$ cat src/rtl/fetch_stage.sv
// Purpose: MIPS instruction-fetch stage; owns the PC and the instruction-memory request handshake.
// Latency: 1 + W cycles in FETCH (W = memory wait cycles), then at least one cycle in HAVE.
// Backpressure: StallF freezes the PC and held instruction in HAVE; an outstanding fetch cannot be cancelled.
module fetch_stage #(
    parameter logic [31:0] RESET_PC  = 32'h0000_0000,
    parameter logic [31:0] NOP_INSTR = 32'h0000_0000
) (
    input  logic        clock,
    input  logic        reset_n,
    input  logic        StallF,
    input  logic        pc_src_D,
    input  logic [31:0] pc_branch_D,
    output logic        imem_req,
    output logic [31:0] imem_addr,
    input  logic        imem_ready,
    input  logic [31:0] imem_rdata,
    output logic [31:0] pc_plus_four_F,
    output logic [31:0] instruction_F,
    output logic        fetch_valid_F,
    output logic        fetch_busy_F
);

    typedef enum logic {
        FETCH = 1'b0,
        HAVE  = 1'b1
    } state_t;

    state_t      state_q, state_d;
    logic [31:0] pc_q, pc_d;
    logic [31:0] inst_buf_q, inst_buf_d;
    logic        redirect_pending_q, redirect_pending_d;
    logic [31:0] redirect_target_q, redirect_target_d;

    // Next-state logic: complete or redirect an outstanding fetch, or advance out of HAVE.
    always_comb begin
        state_d            = state_q;
        pc_d               = pc_q;
        inst_buf_d         = inst_buf_q;
        redirect_pending_d = redirect_pending_q;
        redirect_target_d  = redirect_target_q;
        case (state_q)
            FETCH: begin
                if (imem_ready) begin
                    if (redirect_pending_q || pc_src_D) begin
                        // The returning word belongs to the wrong path: drop it and
                        // refetch from the redirect, a same-cycle branch taking priority.
                        pc_d               = pc_src_D ? pc_branch_D : redirect_target_q;
                        redirect_pending_d = 1'b0;
                    end else begin
                        inst_buf_d = imem_rdata;
                        state_d    = HAVE;
                    end
                end else if (pc_src_D) begin
                    // Remember the branch until the in-flight request drains; last one wins.
                    redirect_pending_d = 1'b1;
                    redirect_target_d  = pc_branch_D;
                end
            end
            HAVE: begin
                // While stalled, decode re-presents any branch later, so pc_src_D is ignored here.
                if (!StallF) begin
                    pc_d    = pc_src_D ? pc_branch_D : pc_q + 32'd4;
                    state_d = FETCH;
                end
            end
            default: state_d = FETCH;
        endcase
    end

    // State register with synchronous active-low reset; reset abandons any in-flight request.
    always_ff @(posedge clock) begin
        if (!reset_n) begin
            state_q            <= FETCH;
            pc_q               <= RESET_PC;
            inst_buf_q         <= 32'd0;
            redirect_pending_q <= 1'b0;
            redirect_target_q  <= 32'd0;
        end else begin
            state_q            <= state_d;
            pc_q               <= pc_d;
            inst_buf_q         <= inst_buf_d;
            redirect_pending_q <= redirect_pending_d;
            redirect_target_q  <= redirect_target_d;
        end
    end

    assign imem_req       = reset_n & (state_q == FETCH);
    assign imem_addr      = pc_q;
    assign pc_plus_four_F = pc_q + 32'd4;
    assign instruction_F  = (state_q == HAVE) ? inst_buf_q : NOP_INSTR;
    assign fetch_valid_F  = (state_q == HAVE);
    assign fetch_busy_F   = (state_q == FETCH);

endmodule

$ cat config.mk
export PLATFORM = sky130hd
export DESIGN_NAME = fetch_stage
export DESIGN_NICKNAME = d
export VERILOG_FILES = /design/src/rtl/fetch_stage.sv
export SDC_FILE = /design/constraint.sdc
export NUM_CORES = 1
export LEC_CHECK = 0
export CORE_ASPECT_RATIO = 0.75
export CORE_MARGIN = 5
export CORE_UTILIZATION = 47
export CTS_CLUSTER_DIAMETER = 50
export DETAILED_ROUTE_END_ITERATION = 8
export GPL_TIMING_DRIVEN = 0
export PLACE_DENSITY = 0.88
export SLEW_MARGIN = 20
export SYNTH_ARGS = -nofsm -noshare
export SYNTH_HDL_FRONTEND = slang
export SYNTH_SLANG_ARGS = --single-unit
$ cat constraint.sdc
create_clock -name clock -period 2.5 [get_ports clock]
set_input_delay 0.5 -clock clock [delete_from_list [all_inputs] [get_ports clock]]
set_output_delay 0.5 -clock clock [all_outputs]
set_load 0.02 [all_outputs]
==> metrics.md, run 1 <==
| Metric | Value |
|---|---|
| CTS Root Buffer Type | clkbuf_16 |
| Post-detailed-routing wire length | just over 20000 µm |
| Antenna diode count | 0 |
| Violated checks | negative setup slack |
| Vias in the first global route | 5810 |
| Power density over cell area | 496 nW/µm² |
| Number of hold buffers added after cts | 0 |
| Min-Delay Path Class | flip-flop to flip-flop |
| Maximum buffer depth of the clock tree | 2 |
| Share of the clock period used by the worst path after layout | 110% |
| Remaining max-slew budget at the tightest pin | a little over two fifths |
| Util after Layout | roughly three quarters |
| Startpoint-to-endpoint class of the critical path | flip-flop to output pin |
| Initial DRT Pass Iterations | 5 |
| Routing layer with the top usage in global route | met2 |
| Static Leakage | 3.43 nW |
| Worst Tran Pin Value | ~850 ps |
| Setup repair after global routing missed its margin | yes |
| Global-route congestion overflow total | 0 |
| Combined area of all synthesized cells | approximately 5400 µm² |
| Number of clock sinks | approximately 100 |
| Number of maximum-capacitance constraint violations | 0 |
| Min Tclk post-route | around 2800 ps |
| Placer congestion estimate | 0.919 |
| Hold path startpoint | redirect_target_q[25] |
| Worst-Skew Late Latency | about 350 ps |
| Dominant register cell in the synthesized netlist | dfxtp_1 |
| Launch instance of the worst register-to-register path | fetch_valid_F |
| Async SR Flop Fraction | 0% |
| Post-detailed-route DRC marker count | 0 |
| Post-route standard cell area excluding fillers | between 8000 and 9000 µm² |
| Clock Pin Slew Worst Setup and Hold Paths | 70 ps |
| Category of the worst setup path capture point | output pin |
| Wire length of the first global-routing pass | slightly above 30000 µm |
| Clock share of power | 32.8% |
| Overall global routing resource usage | between 20 and 30% |
| Routing usage on met1 | around 38% |
| Post-synth EDFFs | 0 |
| Max IR drop VDD | about 0.36 mV |
| Start point of the critical path | imem_addr[3] |
| Part of the Yosys area used for sequential elements | 36.6% |
| NumNets Final | 980 |
| Area used by multi-input combinational logic | roughly 3300 µm² |
| Share of layout cells above drive strength 1 | 21.1% |
| TritonCTS clock tree | yes |
| Fraction of power spent switching nets | between 30% and 40% |
| Endpoints failing hold | 0 |
| Initial core utilization | between 40% and 50% |
| Fmax | approximately 0.36 GHz |
| Routed length per placed instance | between 15 and 20 µm |
| Sequential standard cell area | 2050 µm² |
| Number of I/O port buffers | 165 |
| Minimum setup slack after placement | -712 ps |
| Total power draw | between 4 and 5 mW |
| Pint | around 2.8 mW |
| Pins Over Slew Limit | 0 |
| Switching power | 1.26 mW |
| WP data required | ~2000 ps |
| Outcome | finished, violations left |
| Startpoint kind of the worst setup timing path | flip-flop |
| Dpl hpwl | ~13000 µm |
| Core area | ~11000 µm² |
| Maximum fanout along the worst path | 5 |
| Clock buffer count from CTS | 9 |
| H-tree depth | 3 |
| Nets in the synthesized netlist | roughly 750 |
| Number of flip-flops and latches in the synthesized netlist | 98 |
| Combinational power share | 24.3% |
| Layout Area Growth over Synthesis | 53.2% |
| Full die area | approximately 14000 µm² |
| Number of distinct standard cells referenced by the synthesized netlist | 57 |
| Antenna violations before repair | 0 |
| Flop pwr share | 42.9% |
| Horizontal extent of the die | 133 µm |
| Setup violators final | 15 |
| Mean number of vias per cell | ~5.8 |
| Yosys warnings | 0 |
| Iteration-0 DRC Markers | slightly above 800 |
| Remaining antenna violation count after routing | 0 |
| GR Layer Usage met3 | ~6.3% |
| Fin worst setup slack | -252 ps |
| DIE HEIGHT | 102 µm |
| Number of primary I/O pins | 168 |
| Maximum number of pins on one net before global-route repair | 17 |
| Placed instance area | 7230 µm² |
| Setup clock skew after layout | 6.49 ps |
| Total number of placement rows | 33 |
| Detailed-route via count | 6154 |
| Fill cell total of the finished layout | approximately 800 |
| WP data arrival | ~2300 ps |
| Met2 usage | between 40% and 50% |
| Syn avg cell area | a little under 8 µm² |
| Cells after synthesis | 676 |
[synthesized netlist by cell type (5+ instances only)]
| library cell | instances | area (µm²) |
|---|---|---|
| buf_2 | 7 | 35.0 |
| o21a_1 | 6 | 45.0 |
| o21ai_0 | 16 | 80.1 |
| dfxtp_1 | 98 | 1960 |
| inv_1 | 5 | 18.8 |
| and2_1 | 33 | 206 |
| o211ai_1 | 11 | 82.6 |
| o211a_1 | 6 | 60.1 |
| clkbuf_1 | 47 | 176 |
| xnor2_1 | 13 | 114 |
| mux2i_1 | 12 | 120 |
| nand4_1 | 7 | 43.8 |
| and3_1 | 10 | 62.6 |
| nand2_1 | 160 | 601 |
| nor3b_1 | 12 | 90.1 |
| nor3_1 | 5 | 25.0 |
| a21oi_1 | 30 | 150 |
| nor3_4 | 6 | 97.6 |
| nor2_1 | 22 | 82.6 |
| xor2_1 | 15 | 131 |
| o31ai_1 | 6 | 45.0 |
| o21ai_1 | 9 | 45.0 |
| a21boi_0 | 68 | 510 |
| nand3_1 | 10 | 50.1 |
[flip-flops by register name, indices dropped and copies added, names as in the netlist]
| signal | cells |
|---|---|
| fetch_valid_F | 1 |
| imem_addr | 32 |
| inst_buf_q | 32 |
| redirect_pending_q | 1 |
| redirect_target_q | 32 |
[metrics by stage]
step	instances	hold slack [ps]	setup TNS, ps
CTS	1027	462	-923
global route	1055	478	-2430
global placement	981	446	-28490
detailed placement	981	452	-29690
finish	1055	459	-1350
floorplan	676	438	-1.80
[logic make-up (layout without fill, tap and decap cells)]
group                    after synthesis  in the layout  share of synthesized area (%)
buffers and inverters                 65            304                           5.00
adder cells (fa/ha/maj)                1              1                          0.233
AO/OA/AOI/OAI                        177            177                           23.0
AND/OR/NAND/NOR                      295            295                           28.4
XOR/XNOR                              28             28                           4.58
multiplexers                          12             12                           2.24
flip-flops                            98             98                           36.6
[timing repair]
item / CTS / global route
pin swaps: 23 / 20
setup buffers: 32 / 31
endpoints found under the setup margin: 60 / 64
resized for setup: 226 / 49
[power groups by stage]
stage	Combinational [mW]	Clock, mW	Sequential, mW
after floorplan	0.422	0	1.81
final	0.990	1.34	1.75
after global routing	1.05	1.41	1.76
after global placement	0.879	0	1.78
after CTS	0.917	1.34	1.75
after detailed placement	0.888	0	1.78
[path summary, 6_finish.rpt]
kind	endpoint	slack [ps]	cells past startpoint
max	pc_plus_four_F[30]	-250	7
min reg2reg	redirect_target_q[25]	460	2
max reg2reg	imem_addr[7]	170	6
min	redirect_target_q[25]	460	2
[worst max-delay path, cell delays in order, from the launching register on]
cell and delay, ps:
dfxtp_4 400, ha_4 170, nand3_4 130, nor4_4 460, buf_4 190, nor4b_4 230
xor2_1 170, buf_4 160
[cell usage in the layout, fill, tap and decap left out, types with 10 or more instances in the layout]
cell             instances
clkbuf_1                38
mux2i_1                 12
dfxtp_2                 10
nand2_1                158
a21oi_1                 30
dfxtp_1                 69
and2_1                  33
dfxtp_4                 19
buf_4                   75
a21boi_0                68
clkdlybuf4s50_1        107
nor2_1                  21
o211ai_1                11
clkdlybuf4s15_1         11
nor3b_1                 12
o21ai_0                 16
buf_6                   10
dlygate4sd2_1           21
[area by class of cell]
type	count	share of cell area [%]
multi-input combinational	513	40.8
timing repair buffer	227	25.0
sequential	98	24.9
buffer	55	3.52
clock buffer	11	2.96
tap	140	2.13
clock inverter	5	0.472
inverter	6	0.289
[routing by layer]
layer	vias up	share of wire [%]
li1	2783	-
met1	2867	42
met2	420	45
met3	84	10
met4	0	2.9
met5	-	0
Power figures use the tool's default switching activity.
==> run 2: changes to the inputs <==
ABC_CLOCK_PERIOD_IN_PS = 2500   (was not set)
==> results of run 2 <==
The final DEF is identical to that of run 1; final timing and power are the same.
==> run 3: changes to the inputs <==
PLACE_DENSITY = 0.87   (was 0.88)
REMOVE_ABC_BUFFERS = 1   (was not set)
SETUP_SLACK_MARGIN = 0.02   (was not set)
==> run 3 against run 2 <==
Against the previous run: the flow still finishes with violations (negative setup slack); clock power grew 4%; sequential share of layout area grew 0.44 points; first-iteration DRC count shrank 37%; non-clock buffer count shrank 53; core utilization shrank 1.1 points; global-route usage shrank 2.3 points; final cell count shrank 5.1%; clock skew grew 2.0 ps; sequential power is essentially flat.
==> metrics.md, run 3 (synthesis gave the netlist of run 1 again) <==
| Metric | Value |
|---|---|
| Number of maximum-capacitance constraint violations | 0 (unchanged) |
| Detailed-route via count | 5772 (-6.2%) |
| Core area | 11000 µm² (unchanged) |
| Endpoints failing hold | 0 (unchanged) |
| Initial DRT Pass Iterations | 5 (unchanged) |
| Minimum setup slack after placement | -715 ps (-2.93 ps) |
| Clock Pin Slew Worst Setup and Hold Paths | 60 ps (about the same) |
| Power density over cell area | 502 nW/µm² (+1.1%) |
| Share of the clock period used by the worst path after layout | 106% (-4.1 points) |
| Fmax | 0.378 GHz (+3.9%) |
| Overall global routing resource usage | 25.6% (-2.3 points) |
| Dpl hpwl | 11700 µm (-12%) |
| Maximum buffer depth of the clock tree | 2 (unchanged) |
| WP data arrival | 2150 ps (-100 ps) |
| Routed length per placed instance | 18.0 µm (-7.0%) |
| Chain of cells forming the critical path | nand4_1 > or4_4 > buf_6 > nor3_4 > xor2_1 > buf_4 |
| Post-detailed-routing wire length | 18000 µm (-12%) |
| Initial core utilization | 48.6% (unchanged) |
| Antenna diode count | 0 (unchanged) |
| Remaining max-slew budget at the tightest pin | 53.8% (+11 points) |
| Horizontal extent of the die | 133 µm (unchanged) |
| Setup clock skew after layout | 8.48 ps (+1.99 ps) |
| Critical path's largest stage delay | 590 ps (+130 ps) |
| Post-detailed-route DRC marker count | 0 (unchanged) |
| Util after Layout | 73.4% (-1.1 points) |
| Kind of cell adding the most delay to the critical path | simple AND/OR/NAND/NOR gates |
| Vias in the first global route | 5630 (-3.1%) |
| TritonCTS clock tree | yes |
| Startpoint-to-endpoint class of the critical path | flip-flop to output pin |
| WP data required | 2000 ps (about the same) |
| H-tree depth | 3 (unchanged) |
| Global-route congestion overflow total | 0 (unchanged) |
| Antenna violations before repair | 0 (unchanged) |
| Worst Tran Pin Value | 692 ps (-163 ps) |
| Worst-Skew Late Latency | 350 ps (about the same) |
| Fin worst setup slack | -149 ps (+103 ps) |
| Mean number of vias per cell | 5.77 (-1.1%) |
| Min Tclk post-route | 2650 ps (-103 ps) |
| Highest-count cells in the layout ignoring fill and taps | 159 x nand2_1, 139 x clkdlybuf4s50_1, 69 x dfxtp_1 |
| Flop pwr share | 43.3% (+0.4 points) |
| Layout Area Growth over Synthesis | 51.0% |
| Number of I/O port buffers | 167 (+1.2%) |
| Total number of placement rows | 33 (unchanged) |
| Maximum number of pins on one net before global-route repair | 75 (+58) |
| Fraction of power spent switching nets | 28.9% (-1.9 points) |
| Combinational power share | 22.5% (-1.8 points) |
| DIE HEIGHT | 102 µm (unchanged) |
| Placer congestion estimate | 0.871 (-5.2%) |
| Outcome | finished, violations left |
| NumNets Final | 927 (-5.4%) |
| Violated checks | negative setup slack |
| Maximum fanout along the worst path | 3 (-2) |
| TNS Setup | -1060 ps (+292 ps) |
| Number of primary I/O pins | 168 (unchanged) |
| Max IR drop VDD | 0.341 mV (-5.2%) |
| Pins Over Slew Limit | 0 (unchanged) |
| CTS Root Buffer Type | clkbuf_16 |
| Iteration-0 DRC Markers | 521 (-37%) |
| Number of clock sinks | 98 (unchanged) |
| Remaining antenna violation count after routing | 0 (unchanged) |
| Static Leakage | 3.23 nW (-5.6%) |
| Setup violators final | 10 (-5) |
| Switching power | 1.17 mW (-6.7%) |
| Clock share of power | 34.2% (+1.4 points) |
| Share of layout cells above drive strength 1 | 20.1% (-1.0 points) |
| Category of the worst setup path capture point | output pin |
| Full die area | 13700 µm² (unchanged) |
| Setup repair after global routing missed its margin | yes |
| Startpoint kind of the worst setup timing path | flip-flop |
| Slowest stage cell, crit path | or4_4 |
| Buffer and inverter count on the worst path | 2 (unchanged) |
| Most frequent standard cell in the layout excluding fill and tap cells | nand2_1 |
| Pint | 2.89 mW (+2.4%) |
| Wire length of the first global-routing pass | 28500 µm (-6.5%) |
| Number of hold buffers added after cts | 0 (unchanged) |
| Clock buffer count from CTS | 9 (unchanged) |
| Min-Delay Path Class | flip-flop to flip-flop |
run 3: power by group through the flow:
stage | clock network [mW] | registers (mW) | logic (mW)
after floorplan | 0 | 1.83 | 0.344
after global placement | 0 | 1.80 | 0.806
after detailed placement | 0 | 1.80 | 0.853
after CTS | 1.39 | 1.76 | 0.881
after global routing | 1.47 | 1.77 | 0.975
final | 1.39 | 1.76 | 0.914
run 3: worst paths after layout:
path                   from                 end  slack, ps  depth (start not counted)
min          inst_buf_q[26]      inst_buf_q[26]        460                          2
min reg2reg  inst_buf_q[26]      inst_buf_q[26]        460                          2
max reg2reg   fetch_valid_F       imem_addr[20]        230                          7
max           imem_addr[21]  pc_plus_four_F[23]       -150                          6
run 3: cell type report:
| class | count | area [µm²] |
|---|---|---|
| Multi-Input combinational cell | 513 | 3360 |
| Fill cell | 799 | 2930 |
| Tap cell | 140 | 175 |
| Clock buffer | 13 | 250 |
| Sequential cell | 98 | 2050 |
| Clock inverter | 2 | 37.5 |
| Inverter | 6 | 31.3 |
| Timing Repair Buffer | 229 | 2190 |
run 3: layer usage:
layer	GRT usage (%)	wire length, µm	part of all wire [%]	up-vias
li1	-	-	-	2679
met1	32.7	7650	42	2760
met2	43.0	8540	47	306
met3	6.89	1530	8.5	27
met4	8.06	315	1.7	0
met5	0	0	0	-
run 3: metrics by stage:
step	instances	total power, mW	hold WS (ps)	cell area (µm²)
2_1_floorplan	617	2.18	438	5110
3_3_place_gp	924	2.60	449	6960
3_5_place_dp	933	2.65	452	7130
4_1_cts	984	4.03	460	7900
5_1_grt	1001	4.22	479	8090
6_report	1001	4.06	457	8090
run 3: repair_timing:
action,CTS,global route
buffers inserted,37,17
endpoints found under the setup margin,110,38
gates resized for setup,170,27
pin swaps,29,13
run 3: worst min-delay path, delay by kind of cell, from the launching register on:
kind,cells,cell delay [ps]
flops,1,300
compound gates,1,60
simple gates,1,40
